## config.mk

```make
export PLATFORM = sky130hd
export DESIGN_NAME = aquarium_sensor_scanner
export DESIGN_NICKNAME = d
export VERILOG_FILES = /design/src/rtl/aquarium_sensor_scanner.sv
export SDC_FILE = /design/constraint.sdc
export NUM_CORES = 1
export LEC_CHECK = 0
export ABC_AREA = 1
export CELL_PAD_IN_SITES_DETAIL_PLACEMENT = 1
export CELL_PAD_IN_SITES_GLOBAL_PLACEMENT = 2
export CORE_MARGIN = 3
export CORE_UTILIZATION = 38
export CTS_BUF_LIST = sky130_fd_sc_hd__clkbuf_4 sky130_fd_sc_hd__clkbuf_8
export CTS_CLUSTER_DIAMETER = 120
export CTS_CLUSTER_SIZE = 20
export DETAILED_ROUTE_END_ITERATION = 8
export GPL_TIMING_DRIVEN = 0
export HOLD_SLACK_MARGIN = 0.05
export PLACE_DENSITY = 0.84
export SETUP_SLACK_MARGIN = 0.1
export SYNTH_ARGS = -nofsm -noshare
export SYNTH_HDL_FRONTEND = slang
export SYNTH_SLANG_ARGS = --single-unit
```

## constraint.sdc

```tcl
create_clock -name CLK -period 2.7 [get_ports CLK]
set_clock_uncertainty 0.05 [all_clocks]
set_input_delay 0.405 -clock CLK [delete_from_list [all_inputs] [get_ports CLK]]
set_output_delay 0.405 -clock CLK [all_outputs]
set_load 0.01 [all_outputs]
```

## src/rtl/aquarium_sensor_scanner.sv

```systemverilog
// Tank sensor bank: per-channel capture registers with threshold alarms, plus a scan
// sequencer that drives one registered display channel (auto round-robin or manual).
module aquarium_sensor_scanner #(
  parameter int                NUM_CH  = 4,
  parameter int                DATA_W  = 8,
  parameter int                DWELL   = 4,
  parameter logic [DATA_W-1:0] ERR_VAL = '0
) (
  input  logic                     CLK,
  input  logic                     reset,
  input  logic [NUM_CH*DATA_W-1:0] d_in,
  input  logic [NUM_CH-1:0]        d_load,
  input  logic                     scan_en,
  input  logic                     mode,
  input  logic [3:0]               sel_ch,
  input  logic                     thr_wr,
  input  logic [3:0]               thr_ch,
  input  logic [DATA_W-1:0]        thr_lo,
  input  logic [DATA_W-1:0]        thr_hi,
  input  logic                     alarm_clr,
  output logic [DATA_W-1:0]        out,
  output logic [3:0]               out_ch,
  output logic                     out_valid,
  output logic [NUM_CH-1:0]        alarm,
  output logic                     err
);

  localparam int             CH_W       = $clog2(NUM_CH);
  localparam int             DW_W       = $clog2(DWELL) + 1;
  localparam logic [4:0]     NUM_CH_L   = 5'(NUM_CH);
  localparam logic [CH_W-1:0] CH_LAST   = CH_W'(NUM_CH - 1);
  localparam logic [DW_W-1:0] DWELL_LAST = DW_W'(DWELL - 1);

  typedef enum logic [1:0] {S_IDLE, S_SCAN, S_ERROR} state_t;

  logic [DATA_W-1:0] sample_reg [NUM_CH];
  logic [DATA_W-1:0] thr_lo_reg [NUM_CH];
  logic [DATA_W-1:0] thr_hi_reg [NUM_CH];
  logic [DATA_W-1:0] d_slice    [NUM_CH];
  logic [NUM_CH-1:0] thr_hit;
  logic [NUM_CH-1:0] alarm_set;
  logic [NUM_CH-1:0] alarm_reg, alarm_next;

  state_t            state_reg, state_next;
  logic [CH_W-1:0]   ch_reg, ch_next;
  logic [DW_W-1:0]   dwell_reg, dwell_next;
  logic [DATA_W-1:0] out_reg, out_next;
  logic [3:0]        out_ch_reg, out_ch_next;
  logic              out_valid_reg, out_valid_next;
  logic              err_reg, err_next;
  logic              sel_ok;

  // Alarm compare sees the thresholds held before the edge, so a same-edge
  // threshold write never affects the sample being captured.
  genvar gi;
  generate
    for (gi = 0; gi < NUM_CH; gi++) begin : g_ch
      assign d_slice[gi]   = d_in[gi*DATA_W +: DATA_W];
      assign thr_hit[gi]   = thr_wr && (thr_ch == 4'(gi));
      assign alarm_set[gi] = d_load[gi] &&
                             ((d_slice[gi] < thr_lo_reg[gi]) || (d_slice[gi] > thr_hi_reg[gi]));
    end
  endgenerate

  assign alarm_next = (alarm_clr ? '0 : alarm_reg) | alarm_set;

  always_ff @(posedge CLK) begin
    if (!reset) begin
      for (int i = 0; i < NUM_CH; i++) begin
        sample_reg[i] <= '0;
        thr_lo_reg[i] <= '0;
        thr_hi_reg[i] <= '1;
      end
      alarm_reg <= '0;
    end else begin
      for (int i = 0; i < NUM_CH; i++) begin
        if (d_load[i]) sample_reg[i] <= d_slice[i];
        if (thr_hit[i]) begin
          thr_lo_reg[i] <= thr_lo;
          thr_hi_reg[i] <= thr_hi;
        end
      end
      alarm_reg <= alarm_next;
    end
  end

  assign sel_ok = {1'b0, sel_ch} < NUM_CH_L;

  always_comb begin
    state_next     = state_reg;
    ch_next        = ch_reg;
    dwell_next     = dwell_reg;
    out_next       = out_reg;
    out_ch_next    = out_ch_reg;
    out_valid_next = out_valid_reg;
    err_next       = err_reg;
    case (state_reg)
      S_IDLE: begin
        out_valid_next = 1'b0;
        if (scan_en) begin
          state_next = S_SCAN;
          ch_next    = '0;
          dwell_next = '0;
        end
      end
      S_SCAN: begin
        if (!scan_en) begin
          state_next     = S_IDLE;
          out_valid_next = 1'b0;
        end else if (mode) begin
          // Holding the auto position at 0 makes a return to auto restart cleanly.
          ch_next    = '0;
          dwell_next = '0;
          if (!sel_ok) begin
            state_next     = S_ERROR;
            out_next       = ERR_VAL;
            out_valid_next = 1'b0;
            err_next       = 1'b1;
          end else begin
            out_next       = sample_reg[sel_ch[CH_W-1:0]];
            out_ch_next    = sel_ch;
            out_valid_next = 1'b1;
          end
        end else begin
          out_next       = sample_reg[ch_reg];
          out_ch_next    = 4'(ch_reg);
          out_valid_next = 1'b1;
          if (dwell_reg == DWELL_LAST) begin
            dwell_next = '0;
            ch_next    = (ch_reg == CH_LAST) ? '0 : ch_reg + CH_W'(1);
          end else begin
            dwell_next = dwell_reg + DW_W'(1);
          end
        end
      end
      S_ERROR: begin
        out_next       = ERR_VAL;
        out_valid_next = 1'b0;
        err_next       = 1'b1;
        if (alarm_clr && (!mode || sel_ok)) begin
          state_next = S_IDLE;
          err_next   = 1'b0;
        end
      end
      default: state_next = S_IDLE;
    endcase
  end

  always_ff @(posedge CLK) begin
    if (!reset) begin
      state_reg     <= S_IDLE;
      ch_reg        <= '0;
      dwell_reg     <= '0;
      out_reg       <= '0;
      out_ch_reg    <= '0;
      out_valid_reg <= 1'b0;
      err_reg       <= 1'b0;
    end else begin
      state_reg     <= state_next;
      ch_reg        <= ch_next;
      dwell_reg     <= dwell_next;
      out_reg       <= out_next;
      out_ch_reg    <= out_ch_next;
      out_valid_reg <= out_valid_next;
      err_reg       <= err_next;
    end
  end

  assign out       = out_reg;
  assign out_ch    = out_ch_reg;
  assign out_valid = out_valid_reg;
  assign alarm     = alarm_reg;
  assign err       = err_reg;

endmodule

```

==> results.txt <==
Status = complete, no violations
Req. time, crit path = 2.69 ns
RR Endpoint = alarm[3]
Hold Buf Count CTS = 0
Crit. End Element = flip-flop
Yosys warning total = 0
Crit-path max cell delay = 0.49 ns
Initial antenna violation count = 0
Synth Register Bits = 123
Worst hold path class = reg2reg
Ant. Diodes = 0
LEAKAGE = 4.06 nW
Clock root cell = clkbuf_8
RSZ-0062 raised after global routing = false
Crit path cell chain = clkdlybuf4s50_1 -> buf_2 -> buf_2 -> nand2_1
WP depth = 4
Crit path launch = reset
Grt ovf = 0
Critical Path Most Common Cell = buf_2
Slew @ Worst Pin = 0.678 ns
Fin. max-slew vios = 0
Hold Path Origin = out_ch[3]
Finished Layout Cells = 1,165
Dpl cells = 1,133
Final setup viols = 0
Share of cells above drive strength 1 = 0.0983
CTS max path bufs = 2
Worst R2R Start = thr_hi_reg[3][7]
Total wire length = 19,500 um
Vias post-DR = 5,606
All-layer global routing usage = 0.202
Via-to-Cell Ratio = 4.81
Die X = 142 um
Crit Path Max Fanout = 16
Starting Density = 0.388
Setup Crit Path Kind = in2reg
Worst path top cell family by delay = buffers and inverters
Commonest non-fill, non-tap cell in the layout = nand2_1
Syn Nets = 949
Critical Path Source Type = input pin
Pin count of the biggest net entering global routing = 17
Max-cap violations = 0
Peak Freq = 481 MHz
Detail Placement HPWL = 15,900 um
Buffers & Inverters on Critical Path = 3
Nets = 1,051
Synth top area share = 0.411
Post-synthesis cell count = 821
Vias in the first global route = 6,062
Die outline height = 142 um
# H-tree levels = 4
CTS tree = yes
Clock Pin Slew Worst Setup and Hold Paths = 0.07 ns
Post-Syn Area = 7020 sq um
Synth-to-layout area growth = 22.0%
Port Buf Inserts = 83
First DRT Iteration DRCs = 236
CTS sink cnt = 123
Power Density = 548 nW/um^2
Path depth of the worst reg2reg path = 9
CORE AREA = 18,100 sq um
Post-CTS sizing = 0
TNS Setup = 0 ns
Die area = 20,100 sq um
Row count = 49
TritonRoute pass-1 iters = 4
Min Clock Period, post-route = 2.08 ns
CTS Buf Count = 17
Post-synthesis sequential area ratio = 0.488
Max_slew headroom = 0.547
Synth cell types = 34
Arrival time worst endpoint = 2.07 ns
Worst setup path end = thr_hi_reg[1][5]
Final Hold Vio Count = 0
Total Power = 4.70 mW
Synth top area cells = edfxtp_1 41%, nand2_1 13%, ha_1 11%, inv_1 7.9%, dfxtp_1 7.7%
Fill count = 2,160
Avg Cell Area, Syn = 8.55 sq um
First-pass GRT wire length = 31,000 um
Remaining DRCs = 0
Area leader, netlist = edfxtp_1
Drt wl/cell = 16.7 um
I/O Pins = 84
Post-route ant nets = 0
Post-CTS Setup Bufs = 0
Commonest non-fill, non-tap cells in the layout = 240 x nand2_1, 148 x inv_1, 96 x edfxtp_1
VDD IR max = 355 uV
R2R setup slack = 1.20 ns
Critical Path Slowest Stage Cell = nand2_1
Clk_lat worst skew = 0.45 ns
Tcrit/Tclk final = 0.770
Global placement routability congestion = 0.857
tightest hold or removal path: stages, from the launching register on:
cell and delay [ns]:
dfxtp_1 0.31, nand2_1 0.05, nor2_1 0.04
per-layer routing:
| metal | global-route usage | routed length, um |
|---|---|---|
| met2 | 0.382 | 10400 |
| met3 | 0.0417 | 669 |
| met4 | 0.0556 | 351 |
| met1 | 0.229 | 8070 |
| met5 | 0 | 0 |
final cells by class:
type                    instances  area, sq um  share of cell area
inverters                     160          603              0.0704
repair buffers                 83          831              0.0970
plain buffers                  15          136              0.0159
clock buffers                  21          289              0.0337
multi-input cells             523         2860               0.334
well taps                     229          287              0.0335
flip-flops and latches        123         3420               0.400
clock inverters                11          138              0.0161
cells by family after synthesis:
group,count (synthesis),synth area share
adder cells (fa/ha/maj),62,0.110
AO/OA/AOI/OAI,61,0.0499
buffers and inverters,175,0.105
AND/OR/NAND/NOR,400,0.247
flip-flops,123,0.488
worst min path at each step:
| stage | depth (start not counted) | to | slack [ns] |
|---|---|---|---|
| 3_3_place_gp | 2 | out_ch[2] | 0.38 |
| 5_1_grt | 2 | out_ch[3] | 0.43 |
| 4_1_cts | 2 | out_ch[3] | 0.40 |
| 6_report | 2 | out_ch[3] | 0.39 |
| 2_1_floorplan | 2 | dwell_reg[2] | 0.37 |
| 3_5_place_dp | 2 | out_ch[3] | 0.38 |
metrics by stage:
| step | setup WS [ns] | utilization | hold slack [ns] | instance area, sq um |
|---|---|---|---|---|
| floorplan | 1.10 | - | 0.369 | 7020 |
| global placement | 0.169 | 0.450 | 0.375 | 8140 |
| detailed placement | 0.131 | 0.450 | 0.385 | 8140 |
| CTS | 0.613 | 0.474 | 0.397 | 8570 |
| global route | 0.520 | 0.474 | 0.426 | 8570 |
| finish | 0.620 | 0.474 | 0.392 | 8570 |
synthesized netlist by cell type (all sizes together):
cell / n
nand3: 40
nor4: 1
a21oi: 39
inv: 160
clkbuf: 1
o21a: 4
nand4: 6
buf: 14
nand2: 244
ha: 62
nor2: 98
dfxtp: 27
nor3: 5
edfxtp: 96
and2: 1
a31oi: 2
or2: 5
a21o: 4
o21ai: 12
power by group:
group          switching (mW)  internal, mW
Clock                   0.745          1.01
Sequential             0.0518          2.16
Combinational           0.435         0.297
Total                    1.23          3.46
Note: power is estimated with default switching activity, not from simulation.
